`src/rtl/pixel_filter_pipe.sv`:
```
// rtl/pixel_filter_pipe.sv - pipelined per-pixel colour filter (pass/invert/gray/gray-invert/threshold)
// Optional brightness offset stage enabled by defining PIXFILT_BRIGHT_EN.
module pixel_filter_pipe #(
    parameter int CW      = 4,
    parameter int THR_DEF = 8
) (
    input  logic              clk,
    input  logic              rst_n,
    input  logic [2:0]        mode_in,
    input  logic [CW-1:0]     thr_in,
`ifdef PIXFILT_BRIGHT_EN
    input  logic signed [CW:0] bright_in,
`endif
    input  logic              in_valid,
    output logic              in_ready,
    input  logic              in_sof,
    input  logic [CW-1:0]     in_r,
    input  logic [CW-1:0]     in_g,
    input  logic [CW-1:0]     in_b,
    output logic              out_valid,
    input  logic              out_ready,
    output logic              out_sof,
    output logic [CW-1:0]     out_r,
    output logic [CW-1:0]     out_g,
    output logic [CW-1:0]     out_b,
    output logic [2:0]        active_mode,
    output logic [15:0]       frame_cnt
);

    localparam int            SW      = CW + 2;
    localparam logic [CW-1:0] MAXV    = {CW{1'b1}};
    localparam logic [CW-1:0] THR_RST = CW'(THR_DEF);

    logic          sof_acc;
    logic [2:0]    cur_mode;
    logic [CW-1:0] cur_thr;
    logic [2:0]    snap_mode;
    logic [CW-1:0] snap_thr;

    // The whole pipe advances together; a stalled output freezes every stage.
    assign in_ready  = !(out_valid && !out_ready);
    assign sof_acc   = in_valid && in_ready && in_sof;
    assign snap_mode = (in_valid && in_sof) ? mode_in : cur_mode;
    assign snap_thr  = (in_valid && in_sof) ? thr_in  : cur_thr;

    always_ff @(posedge clk) begin
        if (!rst_n) begin
            cur_mode  <= 3'd0;
            cur_thr   <= THR_RST;
            frame_cnt <= 16'd0;
        end else if (sof_acc) begin
            cur_mode  <= mode_in;
            cur_thr   <= thr_in;
            frame_cnt <= frame_cnt + 16'd1;
        end
    end

    logic          s1_valid, s1_sof;
    logic [CW-1:0] s1_r, s1_g, s1_b, s1_thr;
    logic [SW-1:0] s1_sum;
    logic [2:0]    s1_mode;

    always_ff @(posedge clk) begin
        if (!rst_n) begin
            s1_valid <= 1'b0;
            s1_sof   <= 1'b0;
            s1_r     <= '0;
            s1_g     <= '0;
            s1_b     <= '0;
            s1_sum   <= '0;
            s1_mode  <= 3'd0;
            s1_thr   <= THR_RST;
        end else if (in_ready) begin
            s1_valid <= in_valid;
            s1_sof   <= in_valid && in_sof;
            s1_r     <= in_r;
            s1_g     <= in_g;
            s1_b     <= in_b;
            s1_sum   <= SW'(in_r) + SW'(in_g) + SW'(in_b);
            s1_mode  <= snap_mode;
            s1_thr   <= snap_thr;
        end
    end

    logic [CW-1:0] gray, f_r, f_g, f_b;

    // Sum of three channels divided by 3 always fits back into CW bits.
    always_comb begin
        gray = CW'(s1_sum / SW'(3));
        f_r  = s1_r;
        f_g  = s1_g;
        f_b  = s1_b;
        case (s1_mode)
            3'd1: begin
                f_r = MAXV - s1_r;
                f_g = MAXV - s1_g;
                f_b = MAXV - s1_b;
            end
            3'd2: begin
                f_r = gray;
                f_g = gray;
                f_b = gray;
            end
            3'd3: begin
                f_r = MAXV - gray;
                f_g = MAXV - gray;
                f_b = MAXV - gray;
            end
            3'd4: begin
                f_r = (gray >= s1_thr) ? MAXV : '0;
                f_g = (gray >= s1_thr) ? MAXV : '0;
                f_b = (gray >= s1_thr) ? MAXV : '0;
            end
            default: ;
        endcase
    end

    logic          s2_valid, s2_sof;
    logic [CW-1:0] s2_r, s2_g, s2_b;
    logic [2:0]    s2_mode;

    always_ff @(posedge clk) begin
        if (!rst_n) begin
            s2_valid <= 1'b0;
            s2_sof   <= 1'b0;
            s2_r     <= '0;
            s2_g     <= '0;
            s2_b     <= '0;
            s2_mode  <= 3'd0;
        end else if (in_ready) begin
            s2_valid <= s1_valid;
            s2_sof   <= s1_sof;
            s2_r     <= f_r;
            s2_g     <= f_g;
            s2_b     <= f_b;
            s2_mode  <= s1_mode;
        end
    end

`ifdef PIXFILT_BRIGHT_EN
    logic signed [CW:0] cur_bright, s1_bright, s2_bright;
    logic               s3_valid, s3_sof;
    logic [CW-1:0]      s3_r, s3_g, s3_b;
    logic [2:0]         s3_mode;

    function automatic logic [CW-1:0] sat_add(input logic [CW-1:0] c, input logic signed [CW:0] b);
        logic signed [CW+1:0] t;
        t = $signed({2'b00, c}) + $signed({b[CW], b});
        if (t < 0)
            return '0;
        else if (t > $signed({2'b00, MAXV}))
            return MAXV;
        else
            return t[CW-1:0];
    endfunction

    always_ff @(posedge clk) begin
        if (!rst_n) begin
            cur_bright <= '0;
            s1_bright  <= '0;
            s2_bright  <= '0;
            s3_valid   <= 1'b0;
            s3_sof     <= 1'b0;
            s3_r       <= '0;
            s3_g       <= '0;
            s3_b       <= '0;
            s3_mode    <= 3'd0;
        end else begin
            if (sof_acc)
                cur_bright <= bright_in;
            if (in_ready) begin
                s1_bright <= (in_valid && in_sof) ? bright_in : cur_bright;
                s2_bright <= s1_bright;
                s3_valid  <= s2_valid;
                s3_sof    <= s2_sof;
                s3_r      <= sat_add(s2_r, s2_bright);
                s3_g      <= sat_add(s2_g, s2_bright);
                s3_b      <= sat_add(s2_b, s2_bright);
                s3_mode   <= s2_mode;
            end
        end
    end

    assign out_valid   = s3_valid;
    assign out_sof     = s3_sof;
    assign out_r       = s3_r;
    assign out_g       = s3_g;
    assign out_b       = s3_b;
    assign active_mode = s3_mode;
`else
    assign out_valid   = s2_valid;
    assign out_sof     = s2_sof;
    assign out_r       = s2_r;
    assign out_g       = s2_g;
    assign out_b       = s2_b;
    assign active_mode = s2_mode;
`endif

endmodule
```
`config.mk`:
```
export PLATFORM = sky130hd
export DESIGN_NAME = pixel_filter_pipe
export DESIGN_NICKNAME = d
export VERILOG_FILES = /design/src/rtl/pixel_filter_pipe.sv
export SDC_FILE = /design/constraint.sdc
export NUM_CORES = 1
export LEC_CHECK = 0
export CORE_UTILIZATION = 47
export CTS_BUF_LIST = sky130_fd_sc_hd__clkbuf_2
export DETAILED_ROUTE_END_ITERATION = 6
export PLACE_DENSITY = 0.72
export SETUP_SLACK_MARGIN = 0.3
export SLEW_MARGIN = 10
export SYNTH_ARGS = -nofsm -noshare
export SYNTH_HDL_FRONTEND = slang
export SYNTH_SLANG_ARGS = --single-unit
```
`constraint.sdc`:
```
create_clock -name clk -period 9.3 [get_ports clk]
set_input_delay 1.395 -clock clk [delete_from_list [all_inputs] [get_ports clk]]
set_output_delay 1.395 -clock clk [all_outputs]
set_load 0.01 [all_outputs]
```
; ---- Word level (Yosys, flattened, before mapping)
; Index checks and enable logic that the tools add are counted.
[word_totals]
reg_bits = 67
latchBits = 0
ram_bits = 0
rom_bits = 0
inputBits = 24
out_inout_bits = 34
wordCells = 42
memories = 0
[classes]
n_addsub = 7
n_mul = 0
div = 1
n_lt_le_gt_ge = 1
eq_ne = 4
shifts = 0
mux = 6
n_bitwise = 0
n_reduce_logical = 6
[op_table]
columns = cell, n
row1 = one-hot mux 4 bit (4 select lines), 3
row2 = "adder 16 x 1 -> 16 bit, second input constant", 1
row3 = "subtractor 4 bit, first input constant", 4
row4 = two-way mux 4 bit, 2
row5 = adder 5 x 4 -> 6 bit, 1
row6 = "divider 6 x 2 -> 6 bit, second input constant", 1
row7 = "== test 3 x 2 -> 1 bit, second input constant", 2
row8 = adder 4 x 4 -> 5 bit, 1
row9 = greater-or-equal comparator 4 bit, 1
row10 = logical AND 1 bit, 4
row11 = "== test 3 x 1 -> 1 bit, second input constant", 1
row12 = "== test 3 bit, second input constant", 1
row13 = two-way mux 3 bit, 1
row14 = logical NOT 1 bit, 2

; ---- Depth between registers and ports, before layout
[depth]
ltp_word = 5
mapped_depth = 16
ltp_nobuf = 15

; ---- Worst setup path after synthesis
; Ideal clock, no wire load.
[synth_path]
kind = input to output
start = input out_ready
end = output in_ready
arrival_ps = 2256
t_required_ps = 7905
path_slack_ps = 5649
path_stages = 5
path_buffers = 3
path_cell_list = nor2b_1 clkbuf_1 inv_1 clkbuf_1 clkbuf_1
[synth_between]
elab_chain_len = 3
[synth_lines]
columns = element, line
row1 = from (decl), 21  ; input logic out_ready,
row2 = logical NOT 1 bit, 41  ; assign in_ready = !(out_valid && !out_ready);
row3 = logical AND 1 bit, 41
row4 = logical NOT 1 bit, 41
row5 = to (decl), 15  ; output logic in_ready,
; Every way passes these cells.

; ---- Worst setup path in the final report
; Ends and elaborated chain as after synthesis.

==> metrics.cfg <==
[run_status]
status = finished clean

[timing]
post-route-period-util_pct = 46.20
max_freq_mhz = 232.7
fin_skew_ns = 0.02378
setup_tns_ns = 0
rsz0062_at_grt = no
fin_crit_ns = 4.297
tightest_slew_ns = 1.023
slew_headroom_pct = 31.33
slew_violations = 0
setup-violations-final = 0
finalHoldViolCount = 0

[cells_and_area]
diodes = 0
syn_to_final_growth_pct = 18.66
final_common_cell = nand2_1
drive_gt1_share_pct = 4.928
fin_area_um2 = 4313
final_cell_mix = nand2_1 (83), dfxtp_1 (67), clkdlybuf4s50_1 (57)
nets = 521

[route]
drtPass1Iterations = 4
drc = 0
vias = 3174
first_iter_violations = 198
drt_wl_total_um = 8370
antenna_left = 0
wire_per_inst_um = 14.28
via_per_inst = 5.416

[floorplanning]
chipHeight_um = 89.94
num_rows = 31
fp.dieArea_um2 = 8089
pin_count = 58
initial_utilization_pct = 49.32
die_w_um = 89.94
core-area_um2 = 7370

[clocking]
numClockSinks = 67
cts_root_buf = clkbuf_2
cts-resized-gates = 0
clk_pin_slew_ns = 0.15
insertion_delay_ns = 0.49
cts_inserted_buffers = 9
ctsHtreeMaxLevel = 3
postCtsSetupRepairBufs = 0
cts_tree = yes
hold_buffers = 0
cts_buffer_depth = 2

[critical_path]
cp.required_ns = 7.91
setup.worst_path.start_class = primary input
path_class = primary input to output port
worstPathMaxFanout = 44
cp.arrival_ns = 2.90
cp-end-kind = output port

[placed_design]
hpwlAfterDp_um = 5872
port-buffer-count = 57
placedInstanceArea_um2 = 4215
globalplace.congestion = 0.8252

[yosys]
syn_nets = 479
async_flop_share_pct = 0
avgSynthCellArea_um2 = 8.242
seq_area_frac_synth_pct = 36.90
yosys_warnings = 0
synth.distinct_cells = 54
ys_seq_elements = 67
syn_inst = 441
yosys_most_used_dff = dfxtp_1
syn_area_um2 = 3635
synth_edf_count = 0

[power_and_ir_drop]
p_leak_nw = 1.690
finalPower_mw = 0.6666
p_comb_share_pct = 26.3
clockPowerShare_pct = 23.9
power_frac_seq_pct = 49.9
p_sw_share_pct = 31.93
p_per_area_nw_per_um2 = 154.6
internal_power_mw = 0.4537
ir_drop_v = 0.00007966
p_sw_mw = 0.2128

[global_routing]
grt_pass1_wl_um = 14140
antenna_found_initial = 0
grt_max_degree = 66
grt-ovfl-total = 0
track_usage_pct = 21.72
grt_pass1_vias = 2924

[flow_run]
cap_violations = 0

[hold_path]
min_path_type = flip-flop to flip-flop

-- state kept, by name, summed over array words and instances, names as in the netlist, 3 cells and up --
| signal | cells |
|---|---|
| active_mode | 3 |
| cur_mode | 3 |
| cur_thr | 4 |
| frame_cnt | 16 |
| out_b | 4 |
| out_g | 4 |
| out_r | 4 |
| s1_b | 4 |
| s1_g | 4 |
| s1_mode | 3 |
| s1_r | 4 |
| s1_sum | 6 |
| s1_thr | 4 |
-- through the flow --
| stage | utilization [%] | std cells | hold WS [ns] | setup slack, ns |
|---|---|---|---|---|
| after floorplan | - | 441 | 0.4404 | 5.649 |
| final | 58.52 | 586 | 0.4763 | 5.003 |
| after detailed placement | 57.20 | 571 | 0.4553 | 5.008 |
| after global placement | 57.20 | 571 | 0.4498 | 5.005 |
| after CTS | 58.52 | 586 | 0.4796 | 4.998 |
| after global routing | 58.52 | 586 | 0.4990 | 4.634 |
-- layout make-up --
class / instances / area (um2)
clock buffers: 11 / 55.05
clock inverters: 4 / 42.54
fillers: 684 / 3057
inverters: 20 / 75.07
multi-input cells: 325 / 2082
flip-flops and latches: 67 / 1341
well taps: 99 / 123.9
repair buffers: 60 / 593.1
-- cells by family after synthesis --
group | count (synthesis) | synth area share [%]
AO/OA/AOI/OAI | 99 | 19.90
XOR/XNOR | 20 | 4.819
adder cells (fa/ha/maj) | 15 | 6.162
buffers and inverters | 49 | 5.886
flip-flops | 67 | 36.90
multiplexers | 1 | 0.2754
AND/OR/NAND/NOR | 190 | 26.06
-- synthesized netlist by cell type (2+ instances only) --
library cell,n,area (um2)
clkbuf_1,21,78.83
o2111ai_1,3,26.28
nand4b_1,2,17.52
and2_1,15,93.84
nand3_1,22,110.1
nand4_1,5,31.28
fa_1,5,100.1
a211o_1,2,17.52
or3_1,12,75.07
dfxtp_1,67,1341
xnor2_1,15,131.4
nand2b_1,4,25.02
xor2_1,5,43.79
and2b_1,2,15.01
nor2_1,10,37.54
buf_4,3,22.52
a31oi_1,9,56.30
o211ai_1,3,22.52
o21ai_0,15,75.07
nand2_1,83,311.6
a21boi_0,29,217.7
buf_6,2,22.52
and3_1,4,25.02
a21oi_1,8,40.04
nor2b_1,7,43.79
ha_1,9,112.6
inv_1,20,75.07
a211oi_1,10,75.07
o211a_1,9,90.09
buf_2,3,15.01
nor3_1,11,55.05
nor3b_1,3,22.52
o311ai_0,2,17.52
-- path summary, 6_finish.rpt --
path / from / to / slack (ns) / cells after the start
worst max-delay path: out_ready / in_ready / 5.00 / 5
worst min-delay path: active_mode[1]$_SDFFE_PN0N_ / active_mode[1]$_SDFFE_PN0N_ / 0.48 / 2
worst max register to register: s1_sum[2]$_SDFFE_PN0N_ / out_g[1]$_SDFFE_PN0N_ / 5.02 / 15
worst min register to register: active_mode[1]$_SDFFE_PN0N_ / active_mode[1]$_SDFFE_PN0N_ / 0.48 / 2
-- metal layers --
layer	GRT usage (%)	routed length, um	up-vias
met2	32.76	3859	65
met1	30.98	4057	1478
met3	4.230	323	14
li1	-	-	1617
met5	0	0	-
met4	7.527	129	0
-- power by group through the flow --
stage	Clock [mW]	Sequential (mW)	Combinational, mW
floorplan	0	0.328	0.127
global placement	0	0.337	0.169
detailed placement	0	0.338	0.173
CTS	0.162	0.332	0.175
global route	0.176	0.336	0.196
finish	0.159	0.332	0.175
-- worst max-delay path, stage by stage --
cell             delay (ns)
clkdlybuf4s50_1        0.41
nor2b_2                0.10
buf_4                  0.39
inv_1                  0.11
clkdlybuf4s50_1        0.49
(Power assumes the default switching activity.)
